## config.mk

```make
export PLATFORM = sky130hd
export DESIGN_NAME = uart_key_bridge
export DESIGN_NICKNAME = d
export VERILOG_FILES = /design/src/rtl/uart_bridge_pkg.sv /design/src/rtl/uart_key_bridge_fifo.sv /design/src/rtl/uart_key_bridge.sv
export SDC_FILE = /design/constraint.sdc
export NUM_CORES = 1
export LEC_CHECK = 0
export ABC_AREA = 0
export BUFFER_PORTS_ARGS = -buffer_cell sky130_fd_sc_hd__buf_2
export CAP_MARGIN = 20
export CORE_MARGIN = 2
export CORE_UTILIZATION = 55
export DETAILED_ROUTE_END_ITERATION = 16
export PLACE_DENSITY = 0.87
export SLEW_MARGIN = 15
export SYNTH_ARGS = -nofsm -noshare
export SYNTH_HDL_FRONTEND = slang
export SYNTH_HIERARCHICAL = 1
export SYNTH_SLANG_ARGS = --single-unit
```

## constraint.sdc

```tcl
create_clock -name sys_clk -period 5.4 [get_ports sys_clk]
set_input_delay 0.54 -clock sys_clk [delete_from_list [all_inputs] [get_ports sys_clk]]
set_output_delay 0.54 -clock sys_clk [all_outputs]
set_load 0.01 [all_outputs]
```

## src/rtl/uart_bridge_pkg.sv

```systemverilog
// Shared types and helpers for the key/UART byte bridge.
package uart_bridge_pkg;

    typedef enum logic [1:0] {
        ST_IDLE = 2'd0,
        ST_HOLD = 2'd1,
        ST_WAIT = 2'd2
    } tx_state_t;

    // Key idx sends (idx+1)*step, truncated to a byte.
    function automatic logic [7:0] key_code(input int unsigned idx, input logic [7:0] step);
        logic [31:0] w_prod;
        w_prod = (idx + 32'd1) * {24'd0, step};
        return w_prod[7:0];
    endfunction

endpackage

```

## src/rtl/uart_key_bridge_fifo.sv

```systemverilog
// Synchronous byte FIFO with combinational head; a push into a full FIFO
// is accepted when a pop happens in the same cycle.
module byte_fifo #(
    parameter int DEPTH = 8
) (
    input  logic                     clk,
    input  logic                     rst_n,
    input  logic                     wr,
    input  logic [7:0]               din,
    input  logic                     rd,
    output logic [7:0]               dout,
    output logic                     full,
    output logic                     empty,
    output logic [$clog2(DEPTH):0]   level
);
    localparam int AW = $clog2(DEPTH);

    logic [7:0]    r_mem [DEPTH];
    logic [AW-1:0] r_wptr;
    logic [AW-1:0] r_rptr;
    logic [AW:0]   r_level;
    logic          w_wr_ok;
    logic          w_rd_ok;

    assign full    = (r_level == (AW+1)'(DEPTH));
    assign empty   = (r_level == '0);
    assign w_rd_ok = rd & ~empty;
    assign w_wr_ok = wr & (~full | w_rd_ok);
    assign dout    = r_mem[r_rptr];
    assign level   = r_level;

    always_ff @(posedge clk) begin
        if (w_wr_ok) begin
            r_mem[r_wptr] <= din;
        end
    end

    always_ff @(posedge clk or negedge rst_n) begin
        if (!rst_n) begin
            r_wptr  <= '0;
            r_rptr  <= '0;
            r_level <= '0;
        end else begin
            if (w_wr_ok) r_wptr <= r_wptr + 1'b1;
            if (w_rd_ok) r_rptr <= r_rptr + 1'b1;
            case ({w_wr_ok, w_rd_ok})
                2'b10:   r_level <= r_level + 1'b1;
                2'b01:   r_level <= r_level - 1'b1;
                default: r_level <= r_level;
            endcase
        end
    end

endmodule

```

## src/rtl/uart_key_bridge.sv

```systemverilog
// Glue between debounced keys, received-byte history and the uart_hs
// transmitter: key presses and echoes are queued and paced by tx_ready.
module uart_key_bridge
    import uart_bridge_pkg::*;
#(
    parameter int         NKEY       = 4,
    parameter int         HIST       = 3,
    parameter int         FIFO_DEPTH = 8,
    parameter logic [7:0] CODE_STEP  = 8'h11
) (
    input  logic                          sys_clk,
    input  logic                          sys_rst_n,
    input  logic [NKEY-1:0]               key_stable,
    input  logic                          echo_en,
    input  logic                          uart_rec,
    input  logic [7:0]                    uart_data_out,
    input  logic                          tx_ready,
    output logic                          uart_send,
    output logic [7:0]                    uart_data_in,
    output logic [8*HIST-1:0]             hist,
    output logic [15:0]                   rx_count,
    output logic [$clog2(FIFO_DEPTH):0]   tx_level,
    output logic                          ovf,
    input  logic                          ovf_clr
);
    logic [NKEY-1:0]   r_key_prev;
    logic [NKEY-1:0]   r_pending;
    logic              r_armed;
    logic [NKEY-1:0]   w_press;
    logic [NKEY-1:0]   w_clr;
    logic              w_push;
    logic [7:0]        w_push_data;
    logic              w_pop;
    logic [7:0]        w_head;
    logic              w_full;
    logic              w_empty;
    logic              w_drop;
    tx_state_t         r_state;
    tx_state_t         w_state_nxt;
    logic              r_send;
    logic [7:0]        r_data;
    logic [8*HIST-1:0] r_hist;
    logic [8*HIST-1:0] w_hist_nxt;
    logic [15:0]       r_rx_count;
    logic              r_ovf;

    // r_armed masks the first cycle after reset so a key held through reset
    // is captured into r_key_prev rather than reported as a press.
    assign w_press = r_armed ? (r_key_prev & ~key_stable) : '0;

    always_comb begin
        w_push      = 1'b0;
        w_push_data = '0;
        w_clr       = '0;
        if (uart_rec && echo_en) begin
            w_push      = 1'b1;
            w_push_data = uart_data_out;
        end else begin
            for (int i = NKEY - 1; i >= 0; i--) begin
                if (r_pending[i]) begin
                    w_clr       = '0;
                    w_clr[i]    = 1'b1;
                    w_push_data = key_code(i, CODE_STEP);
                end
            end
            w_push = |r_pending;
        end
    end

    assign w_drop = w_push & w_full & ~w_pop;

    generate
        if (HIST > 1) begin : g_hist_shift
            assign w_hist_nxt = {r_hist[8*HIST-9:0], uart_data_out};
        end else begin : g_hist_single
            assign w_hist_nxt = uart_data_out;
        end
    endgenerate

    always_ff @(posedge sys_clk or negedge sys_rst_n) begin
        if (!sys_rst_n) begin
            r_key_prev <= '1;
            r_armed    <= 1'b0;
            r_pending  <= '0;
            r_hist     <= '0;
            r_rx_count <= '0;
            r_ovf      <= 1'b0;
        end else begin
            r_key_prev <= key_stable;
            r_armed    <= 1'b1;
            r_pending  <= (r_pending & ~w_clr) | w_press;
            if (uart_rec) begin
                r_hist     <= w_hist_nxt;
                r_rx_count <= r_rx_count + 16'd1;
            end
            if (w_drop) begin
                r_ovf <= 1'b1;
            end else if (ovf_clr) begin
                r_ovf <= 1'b0;
            end
        end
    end

    byte_fifo #(
        .DEPTH (FIFO_DEPTH)
    ) u_fifo (
        .clk   (sys_clk),
        .rst_n (sys_rst_n),
        .wr    (w_push),
        .din   (w_push_data),
        .rd    (w_pop),
        .dout  (w_head),
        .full  (w_full),
        .empty (w_empty),
        .level (tx_level)
    );

    // HOLD skips one cycle so the transmitter's busy response is not missed.
    always_comb begin
        w_state_nxt = r_state;
        w_pop       = 1'b0;
        case (r_state)
            ST_IDLE: begin
                if (!w_empty && tx_ready) begin
                    w_pop       = 1'b1;
                    w_state_nxt = ST_HOLD;
                end
            end
            ST_HOLD: w_state_nxt = ST_WAIT;
            ST_WAIT: begin
                if (tx_ready) w_state_nxt = ST_IDLE;
            end
            default: w_state_nxt = ST_IDLE;
        endcase
    end

    always_ff @(posedge sys_clk or negedge sys_rst_n) begin
        if (!sys_rst_n) begin
            r_state <= ST_IDLE;
            r_send  <= 1'b0;
            r_data  <= '0;
        end else begin
            r_state <= w_state_nxt;
            r_send  <= w_pop;
            if (w_pop) r_data <= w_head;
        end
    end

    assign uart_send    = r_send;
    assign uart_data_in = r_data;
    assign hist         = r_hist;
    assign rx_count     = r_rx_count;
    assign ovf          = r_ovf;

endmodule

```

==> results of run 1 <==
-- cell type report --
cell class	instances	share of cell area
inverters	11	0.00622
multi-input cells	180	0.262
repair buffers	78	0.0611
well taps	133	0.0251
clock buffers	19	0.0699
clock inverters	13	0.0173
flip-flops and latches	135	0.558
-- registers in the layout (all words and copies together), names as in the netlist --
register,cells
u_fifo/r_rptr,3
uart_data_in,8
uart_send,1
r_state,2
ovf,1
r_pending,4
u_fifo/r_wptr,3
rx_count,16
u_fifo/r_mem,64
hist,24
r_armed,1
r_key_prev,4
u_fifo/level,4
-- placed cells by master (no fill, tap or decap), types with 2 or more instances in the layout --
cell	count
a21o_1	3
a21oi_1	3
a32o_1	2
and3_1	2
buf_2	71
buf_4	6
clkbuf_16	18
clkinv_2	2
clkinv_4	3
clkinvlp_4	2
dfrtp_1	66
dfstp_2	4
edfxtp_1	64
ha_1	6
inv_1	10
inv_4	2
inv_6	2
mux2_2	42
mux2i_1	2
mux4_2	16
nand2_1	18
nand2b_1	2
nand3_1	6
nand3b_1	2
nand4_1	4
nor2_1	6
nor3_1	6
nor3b_1	3
nor4_1	7
nor4b_1	2
o211ai_1	3
o21a_1	2
o21ai_0	4
xnor2_1	9
xor2_1	12
-- through the flow --
step / std cells / cell area, um2 / setup WS (ns) / hold slack, ns / power, mW
finish: 569 / 6640 / 2.00 / 0.118 / 3.62
global route: 569 / 6640 / 1.86 / 0.0975 / 3.79
CTS: 567 / 6620 / 2.06 / 0.102 / 3.63
detailed placement: 535 / 6040 / 1.89 / 0.462 / 2.50
global placement: 535 / 6040 / 2.01 / 0.452 / 2.45
floorplan: 339 / 5540 / 2.44 / 0.244 / 2.20
-- worst max path at each step --
stage,start,endpoint,cells after the start
2_1_floorplan,u_fifo/level[0],u_fifo/level[3],10
3_3_place_gp,uart_rec,u_fifo/level[3],9
3_5_place_dp,uart_rec,u_fifo/level[3],9
4_1_cts,u_fifo/level[0],u_fifo/level[3],9
5_1_grt,u_fifo/level[0],u_fifo/level[3],9
6_report,u_fifo/level[0],u_fifo/level[3],9
-- cells by family after synthesis --
kind of cell,count (synthesis),share of synthesized area
compound gates,23,0.0318
buf+inv,24,0.0203
mux,61,0.157
flops,135,0.668
simple gates,67,0.0716
fa+ha+maj,7,0.0172
other cells,1,0.000677
xor+xnor,21,0.0332
-- power groups by stage --
stage                     clock network [mW]  logic, mW  registers (mW)
after floorplan                            0      0.664            1.54
after global placement                     0      0.855            1.59
after detailed placement                   0      0.892            1.61
after CTS                               1.12      0.906            1.60
after global routing                    1.17      0.982            1.64
final                                   1.11      0.907            1.60
-- layer usage --
| layer | track usage | vias to the layer above |
|---|---|---|
| met5 | 0 | - |
| met4 | 0.0801 | 0 |
| met3 | 0.0708 | 13 |
| met2 | 0.336 | 119 |
| met1 | 0.268 | 1640 |
| li1 | - | 1451 |
-- worst max-delay path, stage by stage, from the launching register on --
cell      delay, ns
dfrtp_1        0.47
nor4_1         0.49
nor4b_2        0.09
buf_4          0.23
o21ai_4        0.29
ha_1           0.39
ha_1           0.36
or4b_2         0.66
o311ai_0       0.14
o211ai_1       0.14
==> results.md, run 1 <==
* Gate Count Post-Synth at between 300 and 400
* Final Skew at ~0.016 ns
* Clk buf depth at 2
* Worst relative slew slack at 0.394
* Crit path capture type: register
* Site row count at 36
* HP Class: input port to register
* Met3 WL at approximately 660 um
* Ys async rst share at 0.526
* Mapped Area at 0.00554 mm2
* Hold Crit Start: key_stable[3]
* DRT iter0 DRCs at 206
* Die Height at around 100 um
* Sink Count at about 140
* Achievable clock frequency at between 0.2 and 0.3 GHz
* Root Driver: clkbuf_8
* Pin count of the biggest net entering global routing at 72
* Clk network pwr share at 0.306
* CTS buffer count at 17
* Net Sw Frac at 0.310
* NumNets Final at between 400 and 500
* Remaining DRCs at 0
* Power Internal at around 2.5 mW
* Final ANT Viol Nets at 0
* Core ar. at between 0.009 and 0.01 mm2
* Critical path data required time at about 5.8 ns
* Fin. max-slew vios at 0
* R2R Path End: u_fifo/level[3]
* Power per cell area at 545 mW/mm2
* IO Pins at 72
* Met2 WL at ~5300 um
* Synthesis-stage register bit count at 135
* Area delta synth->final at 19.8%
* Vias/cell at approximately 5.7
* Dominant cell type by area after synthesis: edfxtp_1
* Routed WL at 10900 um
* Clock Latency Late Sink at 0.53 ns
* Fin. Hold Viols at 0
* Syn Area/Cell at roughly 16 um2
* Total Routing Usage GR at 0.210
* Vias in the first global route at 3355
* Initial antenna violation count at 0
* DR pass1 iterations at 4
* # setup viols final at 0
* Routed via count at approximately 3200
* Gpl congestion at roughly 0.8
* Status: complete, no violations
* DRT met1 WL at about 4800 um
* Share of layout cells above drive strength 1 at 0.417
* VDD IR max at around 0.31 mV
* Synth cell types at 48
* Lkg Pwr at roughly 2.8 nW
* Post-DP HPWL at about 6500 um
* Clk slew on worst S/H paths at 0.06 ns
* Yosys warning count at 6
* Worst r2r src: u_fifo/level[0]
* Critical path fanouts, max at 14
* # Post-CTS Setup Buffers at 0
* Sequential power share at 0.443
* Crit Path Category: register to register
* Worst reg2reg setup slack at 2.00 ns
* CTS tree: built
* Final core occ at 0.679
* Comb pwr share at 0.251
* Die span in x at around 100 um
* Final worst path period share at 0.629
* Post-CTS Resized at 0
* Top Layer Used: met4
* Crit path DAT at roughly 3.8 ns
* FF+latch area at around 0.0037 mm2
* IO Port Bufs at just over 70
* Total grt overflow at 0
* Worst Tran Pin Value at 0.905 ns
* Fill count at approximately 640
* Hold Path Depth at 1
* Global-route wire length before repair at between 15000 and 20000 um
* Multi-input logic area at approximately 0.0017 mm2
* R2R depth at 9
* Initial core utilization at 0.567
* Fin Setup TNS at 0 ns
* Post-CTS Hold Buffers at 0
* Startpoint Class: register
* Seq/Total Area, Yosys at 0.668
* Most frequent cells after synthesis: 67 x dfrtp_1, 64 x edfxtp_1, 42 x mux2_2, 18 x nand2_1, 16 x mux4_2
* WHS Endpoint: r_key_prev[3]
* RSZ-0062 raised after global routing: false
* Switch Pwr at about 1.1 mW
* Die area at ~0.011 mm2
* Post-synth EDFFs at 64
* Top FF cell, synth: dfrtp_1
* Max-cap viol count at 0
* Tmin final at 3.40 ns
* Ranking of synthesized cells by area: edfxtp_1 35%, dfrtp_1 30%, mux2_2 8.5%
* Syn_nets at roughly 360
* Ant. Diodes at 0
* Most instantiated library cell after synthesis: dfrtp_1
* Post-DR wirelength/cell at approximately 19 um
* CTS H-tree depth at 4
* Fraction of post-synthesis cell area in the top cell type by area at 0.347
Power figures use the tool's default switching activity.
==> run 2: changes to the inputs <==
Clock period 5.4 ns to 3.2 ns, I/O delays scaled along.
==> results.md, run 2 (same netlist as run 1, synthesis figures left out) <==
* Commonest non-fill, non-tap cells in the layout: 71 x buf_2, 66 x dfrtp_1, 64 x edfxtp_1, 42 x mux2_2
* Ant. Diodes at 0 (unchanged)
* RSZ-0062 raised after global routing: false
* Total grt overflow at 0 (unchanged)
* Critical path fanouts, max at 8 (-6)
* Core ar. at 0.00977 mm2 (unchanged)
* Share of layout cells above drive strength 1 at 0.414 (-0.00318)
* Final worst path period share at 0.946 (+0.317)
* CTS tree: built
* Crit path DAT at 3.39 ns (-0.40 ns)
* Power per cell area at 915 mW/mm2 (+68%)
* Die Height at 104 um (unchanged)
* Global-route wire length before repair at 18500 um (+6.6%)
* Crit path capture type: register
* Final Power at 6.18 mW (+71%)
* Initial antenna violation count at 0 (unchanged)
* Pin count of the biggest net entering global routing at 36 (-50%)
* Die area at 0.0109 mm2 (unchanged)
* # setup viols final at 0 (unchanged)
* Largest register FFs at 64 (unchanged)
* Post-DR wirelength/cell at 19.6 um (+2.9%)
* Final Skew at 0.0107 ns (-0.00509 ns)
* Worst relative slew slack at 0.414 (+0.0196)
* CTS H-tree depth at 4 (unchanged)
* Achievable clock frequency at 0.330 GHz (+12%)
* Routed via count at 3309 (+2.7%)
* Post-DP HPWL at 7130 um (+8.9%)
* Lkg Pwr at 2.82 nW (+2.4%)
* Clk buf depth at 2 (unchanged)
* Gpl congestion at 0.833 (+2.8%)
* Worst Tran Pin Value at 0.879 ns (-0.0261 ns)
* Crit Path Category: register to register
* Root Driver: clkbuf_8
* Critical path data required time at 3.56 ns (-2.23 ns)
* IO Port Bufs at 71 (unchanged)
* DR pass1 iterations at 5 (+1)
* Site row count at 36 (unchanged)
* NumNets Final at 461 (+2.9%)
* Fin. Hold Viols at 0 (unchanged)
* Largest register by flop count: u_fifo/r_mem
* Inst Count DP at 545 (+1.9%)
* Finished Layout Cells at 582 (+2.3%)
* Clock Latency Late Sink at 0.51 ns (-0.02 ns)
* Fin. max-slew vios at 0 (unchanged)
* CTS buffer count at 17 (unchanged)
* Tmin final at 3.03 ns (-0.372 ns)
* Fin Setup TNS at 0 ns (unchanged)
* Total Routing Usage GR at 0.225 (+0.0146)
* VDD IR max at 0.494 mV (+57%)
* DRT iter0 DRCs at 246 (+19%)
* Vias in the first global route at 3462 (+3.2%)
* Final core occ at 0.691 (+0.0119)
* Final ANT Viol Nets at 0 (unchanged)
* Remaining DRCs at 0 (unchanged)
* HP Class: input port to register
* Initial core utilization at 0.567 (unchanged)
* Area delta synth->final at 21.9%
* Die span in x at 104 um (unchanged)
* Commonest non-fill, non-tap cell in the layout: buf_2
* Routed WL at 11400 um (+5.3%)
* Max-cap viol count at 0 (unchanged)
* Status: complete, no violations
* Sink Count at 135 (unchanged)
* Clk slew on worst S/H paths at 0.06 ns (about the same)
* IO Pins at 72 (unchanged)
* Vias/cell at 5.69 (+0.38%)
* Startpoint Class: register
==> run 2: worst paths after layout <==
kind	startpoint	endpoint	slack, ns	cells past startpoint
min in group asynchronous	sys_rst_n	hist[19]	0.38	2
worst max-delay path	u_fifo/level[1]	u_fifo/level[3]	0.17	10
max in group asynchronous	sys_rst_n	r_key_prev[0]	1.94	3
worst min register to register	rx_count[15]	rx_count[15]	0.47	1
worst min-delay path	uart_data_out[7]	hist[7]	0.07	2
worst max register to register	u_fifo/level[1]	u_fifo/level[3]	0.17	10
==> run 2: worst max-delay path: stages, from the launching register on <==
cell,delay (ns)
dfrtp_1,0.46
nor4_4,0.34
nor4b_2,0.09
buf_4,0.17
o41ai_1,0.13
inv_2,0.13
ha_1,0.25
ha_1,0.35
or4b_2,0.65
o311ai_0,0.16
o211ai_1,0.16
==> run 2: cell type report <==
cell class,instances,area (um2)
well taps,133,166
clock inverters,6,58.8
fillers,624,3020
flip-flops and latches,135,3700
clock buffers,26,520
multi-input cells,180,1750
inverters,11,41.3
repair buffers,91,518
==> run 2: metal layers <==
| layer | routed length (um) | share of wire | vias to the layer above | track usage |
|---|---|---|---|---|
| li1 | - | - | 1477 | - |
| met1 | 4470 | 0.39 | 1670 | 0.278 |
| met2 | 5990 | 0.52 | 145 | 0.373 |
| met3 | 775 | 0.068 | 17 | 0.0695 |
| met4 | 193 | 0.017 | 0 | 0.0859 |
| met5 | 0 | 0 | - | 0 |
==> run 2: power by group <==
group,internal (mW),total [mW],switching (mW)
logic,0.853,1.67,0.814
clock network,1.18,1.86,0.678
registers,2.27,2.66,0.385
total,4.31,6.18,1.88
==> run 2: timing repair <==
item	CTS	global route
hold buffers	5	0
setup endpoints to repair	0	1
setup buffers	0	0
hold endpoints to repair	30	0
resized for setup	0	3
==> run 2: metrics by stage <==
step           area [um2]  hold slack (ns)  setup WS [ns]
3_5_place_dp         6110            0.402         0.0670
4_1_cts              6740           0.0374        0.00228
3_3_place_gp         6110            0.393          0.302
5_1_grt              6760           0.0430         0.0244
2_1_floorplan        5540           0.0244          0.240
6_report             6760           0.0661          0.173
==> run 3: changes to the inputs <==
Settings changed: CORE_ASPECT_RATIO set to 0.75, CORE_UTILIZATION 55 to 51, PLACE_DENSITY 0.87 to 0.86, SYNTH_HIERARCHICAL 1 to not set.
Clock period 3.2 ns to 2.55 ns, I/O delays scaled along.
==> results.md, run 3 <==
* Most instantiated library cell after synthesis: dfrtp_1
* Crit Path Category: register to register
* Sink Count at 135 (unchanged)
* Comb pwr share at 0.250 (-0.019)
* RSZ-0062 raised after global routing: false
* Max-cap viol count at 0 (unchanged)
* Total Routing Usage GR at 0.205 (-0.0195)
* Crit path DAT at 2.75 ns (-0.64 ns)
* Ys async rst share at 0.526 (unchanged)
* Power Internal at 5.43 mW (+26%)
* Site row count at 32 (-11%)
* Switch Pwr at 2.28 mW (+21%)
* Yosys warning count at 0 (-6)
* Global-route wire length before repair at 17000 um (-7.8%)
* CTS tree: built
* Critical path data required time at 2.85 ns (-0.71 ns)
* Status: complete, no violations
* Fin. max-slew vios at 0 (unchanged)
* Pin count of the biggest net entering global routing at 72 (+100%)
* Clk buf depth at 2 (unchanged)
* Achievable clock frequency at 0.408 GHz (+24%)
* Ranking of synthesized cells by area: edfxtp_1 35%, dfrtp_1 31%, mux4_2 6.6%
* Clk slew on worst S/H paths at 0.05 ns (about the same)
* IO Pins at 72 (unchanged)
* Hold Path Depth at 2 (unchanged)
* Worst Tran Pin Value at 0.890 ns (+0.0111 ns)
* Area delta synth->final at 22.2%
* Gpl congestion at 0.780 (-6.3%)
* Syn_nets at 361 (-0.82%)
* Gate Count Post-Synth at 337 (-0.59%)
* Synth cell types at 46 (-4.2%)
* Final Skew at 0.00721 ns (-0.00347 ns)
* Commonest non-fill, non-tap cell in the layout: buf_2
* Net Sw Frac at 0.295 (-0.00821)
* Commonest non-fill, non-tap cells in the layout: 71 x buf_2, 64 x dfrtp_1, 64 x edfxtp_1, 28 x mux2_2, 20 x nand2_1
* Post-DR wirelength/cell at 18.4 um (-6.2%)
* Vias/cell at 5.46 (-3.9%)
* Placed inst area at 0.00598 mm2 (-2.2%)
* FF+latch area at 0.00371 mm2 (about the same)
* Syn Area/Cell at 16.2 um2 (-1.1%)
* Clock Latency Late Sink at 0.41 ns (-0.10 ns)
* IO Port Bufs at 71 (unchanged)
* Fill count at 712 (+14%)
* DRT iter0 DRCs at 202 (-18%)
* Die span in x at 123 um (+18%)
* Fin. Hold Viols at 0 (unchanged)
* Critical path fanouts, max at 5 (-3)
* Clk network pwr share at 0.320 (+0.019)
* Die area at 0.0115 mm2 (+5.9%)
* Largest register FFs at 64 (unchanged)
* Ant. Diodes at 0 (unchanged)
* VDD IR max at 0.730 mV (+48%)
* R2R depth at 9 (-1)
* Mapped Area at 0.00545 mm2 (-1.6%)
* Worst relative slew slack at 0.406 (-0.00739)
* # setup viols final at 0 (unchanged)
* Power per cell area at 1160 mW/mm2 (+27%)
* Lkg Pwr at 2.78 nW (-1.3%)
* CTS H-tree depth at 4 (unchanged)
* Seq/Total Area, Yosys at 0.680 (+0.0112)
* Vias in the first global route at 3261 (-5.8%)
* Share of layout cells above drive strength 1 at 0.386 (-0.0282)
* Largest register by flop count: u_fifo.r_mem
* Root Driver: clkbuf_16
* HP Class: input port to register
* CTS buffer count at 17 (unchanged)
* Routed via count at 3163 (-4.4%)
* Multi-input logic area at 0.00166 mm2 (-4.7%)
* Synthesis-stage register bit count at 135 (unchanged)
* Initial antenna violation count at 0 (unchanged)
* Post-synth EDFFs at 64 (unchanged)
* Total grt overflow at 0 (unchanged)
* Finished Cell Area at 0.00666 mm2 (-1.5%)
* Sequential power share at 0.430 (about the same)
* Tmin final at 2.45 ns (-0.576 ns)
* Top FF cell, synth: dfrtp_1
* Startpoint Class: register
* Final Power at 7.71 mW (+25%)
* Routed WL at 10700 um (-6.7%)
* Crit path capture type: register
* Final ANT Viol Nets at 0 (unchanged)
* Most frequent cells after synthesis: 67 x dfrtp_1, 64 x edfxtp_1, 28 x mux2_2, 20 x nand2_1, 20 x nor2_1
* NumNets Final at 454 (-1.5%)
* Fin Setup TNS at 0 ns (unchanged)
* Die Height at 93.5 um (-10%)
* Fraction of post-synthesis cell area in the top cell type by area at 0.353 (+0.00581)
* Final worst path period share at 0.961 (+0.0151)
* Remaining DRCs at 0 (unchanged)
* Dominant cell type by area after synthesis: edfxtp_1
* Post-DP HPWL at 6700 um (-6.0%)
* Initial core utilization at 0.527 (-0.0393)
* DR pass1 iterations at 4 (-1)
* Core ar. at 0.0103 mm2 (+5.7%)
==> run 3: layer usage <==
metal,part of all wire,vias up,GRT usage
li1,-,1434,-
met1,0.39,1578,0.259
met2,0.50,131,0.323
met3,0.081,20,0.0665
met4,0.025,0,0.0966
met5,0,-,0
==> run 3: kinds of logic (layout without fill, tap and decap cells) <==
family,after synthesis,after routing,share of synthesized area
buffers and inverters,21,127,0.0193
AO/OA/AOI/OAI,25,25,0.0328
flip-flops,135,135,0.680
XOR/XNOR,24,24,0.0386
multiplexers,53,53,0.141
adder cells (fa/ha/maj),6,6,0.0138
other,1,1,0.000688
AND/OR/NAND/NOR,72,72,0.0737
==> run 3: timing repair <==
action	4_1_cts	5_1_grt
gates resized for setup	3	4
pin swaps	4	3
setup endpoints to repair	1	2
endpoints found under the hold margin	4	0
gates cloned	0	0
buffers inserted	1	1
hold buffers	4	0
==> run 3: area by class of cell <==
class / count / area share
repair buffers: 88 / 0.0741
inverters: 7 / 0.00395
clock inverters: 11 / 0.0233
clock buffers: 21 / 0.0662
flip-flops and latches: 135 / 0.557
well taps: 136 / 0.0256
multi-input cells: 181 / 0.250
==> run 3: final timing paths <==
kind	startpoint	endpoint	slack (ns)
min in group asynchronous	sys_rst_n	hist[17]	0.06
setup reg to reg	r_state[1]	u_fifo.level[2]	0.1
max in group asynchronous	sys_rst_n	u_fifo.level[2]	1.88
hold reg to reg	rx_count[15]	rx_count[15]	0.48
hold / removal	ovf_clr	ovf	0.04
setup / recovery	r_state[1]	u_fifo.level[2]	0.1
==> run 3: per-stage QoR <==
step,cells,util,hold slack (ns),worst slack (ns)
2_1_floorplan,337,-,-0.0406,0.227
3_3_place_gp,541,0.579,0.372,0.213
3_5_place_dp,541,0.579,0.375,0.00858
4_1_cts,578,0.642,0.0259,0.00315
5_1_grt,579,0.644,0.0397,0.0339
6_report,579,0.644,0.0374,0.0996
==> run 3: critical path, stage by stage, from the launching register on <==
cell and delay (ns):
dfrtp_1 0.38, or3b_4 0.44, nor2_1 0.31, ha_4 0.23, xor2_1 0.07, ha_1 0.20
a21oi_1 0.14, xor2_1 0.26, nor2_2 0.09, xor2_1 0.22
==> run 3: power groups by stage <==
stage	registers, mW	clock network (mW)	logic [mW]
floorplan	3.22	0	1.34
global placement	3.27	0	1.82
detailed placement	3.32	0	1.89
CTS	3.31	2.51	1.95
global route	3.38	2.60	2.11
finish	3.31	2.47	1.93
